[config.mk]
export PLATFORM = sky130hd
export DESIGN_NAME = sequenciador_servo
export DESIGN_NICKNAME = d
export VERILOG_FILES = /design/src/rtl/sequenciador_servo_pkg.sv /design/src/rtl/sequenciador_servo_contador_dwell.sv /design/src/rtl/sequenciador_servo.sv
export SDC_FILE = /design/constraint.sdc
export NUM_CORES = 1
export LEC_CHECK = 0
export CORE_ASPECT_RATIO = 1.2
export CORE_UTILIZATION = 58
export CTS_BUF_LIST = sky130_fd_sc_hd__clkbuf_16
export CTS_CLUSTER_SIZE = 28
export DETAILED_ROUTE_END_ITERATION = 16
export PLACE_DENSITY = 0.78
export SETUP_SLACK_MARGIN = 0.4
export SLEW_MARGIN = 20
export SYNTH_ARGS = -nofsm -noshare
export SYNTH_HDL_FRONTEND = slang
export SYNTH_SLANG_ARGS = --single-unit
[constraint.sdc]
create_clock -name clock -period 2.33 [get_ports clock]
set_input_delay 0.233 -clock clock [delete_from_list [all_inputs] [get_ports clock]]
set_output_delay 0.233 -clock clock [all_outputs]
set_load 0.1 [all_outputs]
[src/rtl/sequenciador_servo_pkg.sv]
// rtl/sequenciador_servo_pkg.sv - shared encodings and defaults for the servo sweep sequencer
package sequenciador_servo_pkg;

    typedef enum logic [1:0] {
        OCIOSO  = 2'b00,
        CARREGA = 2'b01,
        ESPERA  = 2'b10,
        AVANCA  = 2'b11
    } estado_t;

    typedef enum logic {
        DESCE = 1'b0,
        SOBE  = 1'b1
    } direcao_t;

    localparam int DWELL_CYCLES_PADRAO = 50000000;
    localparam int POS_MAX_PADRAO      = 7;

endpackage

[src/rtl/sequenciador_servo_contador_dwell.sv]
// rtl/sequenciador_servo_contador_dwell.sv - dwell counter, flags the last cycle of a position dwell
module contador_dwell
    import sequenciador_servo_pkg::*;
#(
    parameter int DWELL_CYCLES = DWELL_CYCLES_PADRAO
) (
    input  logic clock,
    input  logic reset,
    input  logic zera,
    input  logic conta,
    output logic fim
);

    localparam int            LARGURA = $clog2(DWELL_CYCLES);
    localparam logic [LARGURA-1:0] ULTIMO = LARGURA'(DWELL_CYCLES - 1);

    logic [LARGURA-1:0] contagem;

    // Saturates at the last value so the count can never leave 0..DWELL_CYCLES-1.
    always_ff @(posedge clock or negedge reset) begin
        if (!reset) begin
            contagem <= '0;
        end else if (zera) begin
            contagem <= '0;
        end else if (conta && (contagem != ULTIMO)) begin
            contagem <= contagem + 1'b1;
        end
    end

    assign fim = (contagem == ULTIMO);

endmodule

[src/rtl/sequenciador_servo.sv]
// rtl/sequenciador_servo.sv - sweeps the servo position code 0..POS_MAX..0 with a fixed dwell per step
module sequenciador_servo
    import sequenciador_servo_pkg::*;
#(
    parameter int DWELL_CYCLES = DWELL_CYCLES_PADRAO,
    parameter int POS_MAX      = POS_MAX_PADRAO
) (
    input  logic       clock,
    input  logic       reset,
    input  logic       iniciar,
    input  logic       parar,
    input  logic       continuo,
    output logic [2:0] posicao,
    output logic       ativo,
    output logic       fim_ciclo,
    output logic [1:0] db_estado
);

    localparam logic [2:0] POS_TOPO = 3'(POS_MAX);

    estado_t    estado, estado_prox;
    direcao_t   direcao, direcao_prox;
    logic [2:0] posicao_prox;
    logic       fim_dwell;
    logic       conta;

    assign conta = (estado == ESPERA);

    contador_dwell #(
        .DWELL_CYCLES(DWELL_CYCLES)
    ) u_contador_dwell (
        .clock(clock),
        .reset(reset),
        .zera (!conta),
        .conta(conta),
        .fim  (fim_dwell)
    );

    always_ff @(posedge clock or negedge reset) begin
        if (!reset) begin
            estado  <= OCIOSO;
            posicao <= '0;
            direcao <= SOBE;
        end else begin
            estado  <= estado_prox;
            posicao <= posicao_prox;
            direcao <= direcao_prox;
        end
    end

    always_comb begin
        estado_prox  = estado;
        posicao_prox = posicao;
        direcao_prox = direcao;
        fim_ciclo    = 1'b0;

        // A stop freezes posicao where it is and suppresses the end-of-sweep pulse.
        if ((estado != OCIOSO) && parar) begin
            estado_prox = OCIOSO;
        end else begin
            case (estado)
                OCIOSO: begin
                    if (iniciar && !parar) begin
                        estado_prox  = CARREGA;
                        posicao_prox = '0;
                        direcao_prox = SOBE;
                    end
                end
                CARREGA: begin
                    posicao_prox = '0;
                    direcao_prox = SOBE;
                    estado_prox  = ESPERA;
                end
                ESPERA: begin
                    if (fim_dwell) begin
                        estado_prox = AVANCA;
                    end
                end
                AVANCA: begin
                    estado_prox = ESPERA;
                    if (direcao == SOBE) begin
                        if (posicao < POS_TOPO) begin
                            posicao_prox = posicao + 3'd1;
                        end else begin
                            direcao_prox = DESCE;
                            if (posicao != 3'd0) begin
                                posicao_prox = posicao - 3'd1;
                            end
                        end
                    end else if (posicao != 3'd0) begin
                        posicao_prox = posicao - 3'd1;
                    end else begin
                        fim_ciclo = 1'b1;
                        if (continuo) begin
                            direcao_prox = SOBE;
                            posicao_prox = 3'd1;
                        end else begin
                            estado_prox  = OCIOSO;
                            posicao_prox = '0;
                        end
                    end
                end
                default: estado_prox = OCIOSO;
            endcase
        end
    end

    assign ativo     = (estado != OCIOSO);
    assign db_estado = estado;

endmodule

==> results.md <==
- Post-synth EDFFs: 0
- Slowest CP cell: or4_1
- HPWL Detailed: just over 3000 um
- CTS Sinks: 32
- Period utilisation layout: around 82%
- Final setup vio count: 0
- Req. time, crit path: roughly 2.5 ns
- Met1 usage: between 30% and 40%
- CTS H-tree lvls: 2
- Via count: roughly 1700
- Vias in the first global route: about 1700
- CP Class: reg -> reg
- Die area: ~3500 um2
- Least-Margin Pin Slew: 0.808 ns
- Final hold viol count: 0
- I/O pin count: 12
- Seq/Total Area, Yosys: 42.1%
- # hold bufs at CTS: 0
- Core Util, Final: approximately three quarters
- Diodes inserted: 0
- Yosys cell types: 43
- Die Y: around 65 um
- Synthesized area per cell: between 8 and 9 um2
- Final global-route overflow total: 0
- CP endpoint kind: flop
- Final ANT Viol Nets: 0
- TritonCTS buffer count: 5
- Power density cells: between 500 and 600 nW/um2
- Worst min-delay path class: in -> async
- Crit-path max FO: 6
- Syn Nets: between 200 and 250
- R2r startpoint: u_contador_dwell.contagem[1]$_DFFE_PN0P_
- Peak-usage layer in the global routing report: met2
- IO buf count: 11
- Cell row count: 22
- RSZ-0062 raised after global routing: yes
- Synth cell count leaders: 31 x dfrtp_1, 19 x nand2_1, 16 x a21oi_1
- Nets@finish: between 200 and 250
- Share of layout cells above drive strength 1: roughly 24%
- GP Congestion: 0.903
- Peak supply drop: ~0.56 mV
- Flops & latches, synth: 32
- Outcome: finished, final reports clean
- Arr. time, crit path: ~2.1 ns
- First-pass GRT wire length: ~7500 um
- CTS clk-pin slew, worst paths: roughly 0.05 ns
- M2 GR Usage: ~46%
- Area Growth Syn to Fin: 21.9%
- Initial antenna violation count: 0
- CTS tree: yes
- All-layer global routing usage: 29.2%
- Post-Layout Cell Count: between 200 and 300
- Max Fclk: between 500 and 600 MHz
- Post-synth top area cell: dfrtp_1
- Final Instance Area: around 2300 um2
- Die W: between 50 and 60 um
- Final wirelength: 4420 um
- CP cell instances: ha_4 -> nand3_2 -> or4_4 -> or4_1 -> a21oi_2
- Initial DRC count: 77
- Clock Tree Buf Depth: 2
- Mapped Area: approximately 1900 um2
- Routed len/inst: approximately 16 um
- Mapped Cells: 212
- 1st-pass router iterations: 4
- Residual DRC count: 0
- Placed Instances: between 200 and 300
- Async set-reset flop share out of synthesis: 100%
- Vias/cell: between 6 and 7
- TNS Setup: 0 ns
- P_leak: between 0.8 and 0.9 nW
- Rel. slew slack: a little under half
- Core area: a little over 3000 um2
- Placed cell area: 2100 um2
- Top FF cell, synth: dfrtp_1
- Top delay family on crit path: simple AND/OR/NAND/NOR gates
- Final slew viol count: 0
- Largest net degree at the start of global routing: 33
- CP Launch Point: u_contador_dwell.contagem[1]$_DFFE_PN0P_
- Synth warn: 0
- Final period demand of the worst path: approximately 1.9 ns
- Clk Latency, worst-skew pair: approximately 0.27 ns
- Met3 Use GR: under 10%
- Yosys top cell area share: 40.7%
- Delay of the slowest cell on the worst path: approximately 0.50 ns
- Synth area leaders: dfrtp_1 41%, a21oi_1 4.2%, nand2_1 3.7%
- Most common cell in the netlist: dfrtp_1
- Starting Density: roughly three fifths
- Root buf cell: clkbuf_16
- Max-capacitance violation count: 0
- Final clock skew: roughly 0.0041 ns
- CP bufs+invs: 0
- Worst Setup Start Kind: flop
[state kept, by name, indices dropped and copies added, names as in the netlist]
register / flops
db_estado: 2
posicao: 3
u_contador_dwell.contagem: 26
direcao: 1
[kinds of logic (layout without fill, tap and decap cells)]
logic type,after synthesis,after routing,synth area share [%]
fa+ha+maj,4,4,2.63
mux,9,9,4.86
compound gates,44,44,14.0
flops,32,32,42.1
xor+xnor,7,7,3.22
simple gates,100,100,29.6
buf+inv,16,36,3.55
[per-stage QoR]
stage	setup WS [ns]	hold slack [ns]	power (mW)
floorplan	0.118	-0.0626	0.657
global placement	0.343	0.505	0.694
detailed placement	0.285	0.508	0.697
CTS	0.321	0.386	1.29
global route	0.354	0.414	1.33
finish	0.411	0.369	1.29
[worst paths after layout]
kind | slack, ns | depth (start not counted) | to
worst max-delay path | 0.41 | 5 | u_contador_dwell.contagem[22]$_DFFE_PN0P_
worst min-delay path | 0.37 | 2 | u_contador_dwell.contagem[17]$_DFFE_PN0P_
worst max register to register | 0.41 | 5 | u_contador_dwell.contagem[22]$_DFFE_PN0P_
worst min register to register | 0.52 | 1 | db_estado[0]$_DFFE_PN0P_
max in group asynchronous | 1.63 | 2 | posicao[0]$_DFFE_PN0P_
min in group clock | 0.52 | 1 | db_estado[0]$_DFFE_PN0P_
[placed cells by master, fill, tap and decap left out, types with 3 or more instances in the layout]
| cell type | n |
|---|---|
| buf_4 | 15 |
| a21oi_1 | 15 |
| or4_1 | 3 |
| inv_1 | 8 |
| nand2b_1 | 9 |
| dfrtp_4 | 3 |
| nand3_2 | 3 |
| nand2_1 | 19 |
| dfrtp_1 | 20 |
| mux2i_1 | 7 |
| a211oi_1 | 4 |
| nand3_1 | 10 |
| or3_1 | 6 |
| o21ai_0 | 12 |
| nand4_1 | 7 |
| dfrtp_2 | 8 |
| xnor2_1 | 6 |
| nor3_1 | 6 |
| o31ai_1 | 3 |
| clkbuf_16 | 5 |
| clkdlybuf4s50_1 | 4 |
| nor2_1 | 15 |
[power breakdown]
group | internal [mW] | leakage [nW] | switching (mW)
combinational | 0.0354 | 0.372 | 0.0851
clock | 0.383 | 0.0738 | 0.218
sequential | 0.563 | 0.423 | 0.00939
total | 0.982 | 0.869 | 0.313
[repair_timing]
item / 4_1_cts / 5_1_grt
resized for setup: 2 / 13
setup endpoints to repair: 5 / 8
buffers inserted: 1 / 4
[layout make-up]
cell class	instances	area [um2]
clock inverters	3	11.3
inverters	8	35.0
well taps	36	45.0
clock buffers	5	125
fillers	213	761
multi-input cells	164	1110
flip-flops and latches	32	823
repair buffers	20	173
[routing by layer]
layer | vias up | part of all wire [%]
met5 | - | 0
met4 | 0 | 3.1
met3 | 14 | 3.0
met2 | 52 | 51
met1 | 853 | 43
li1 | 816 | -
(Power assumes the default switching activity.)
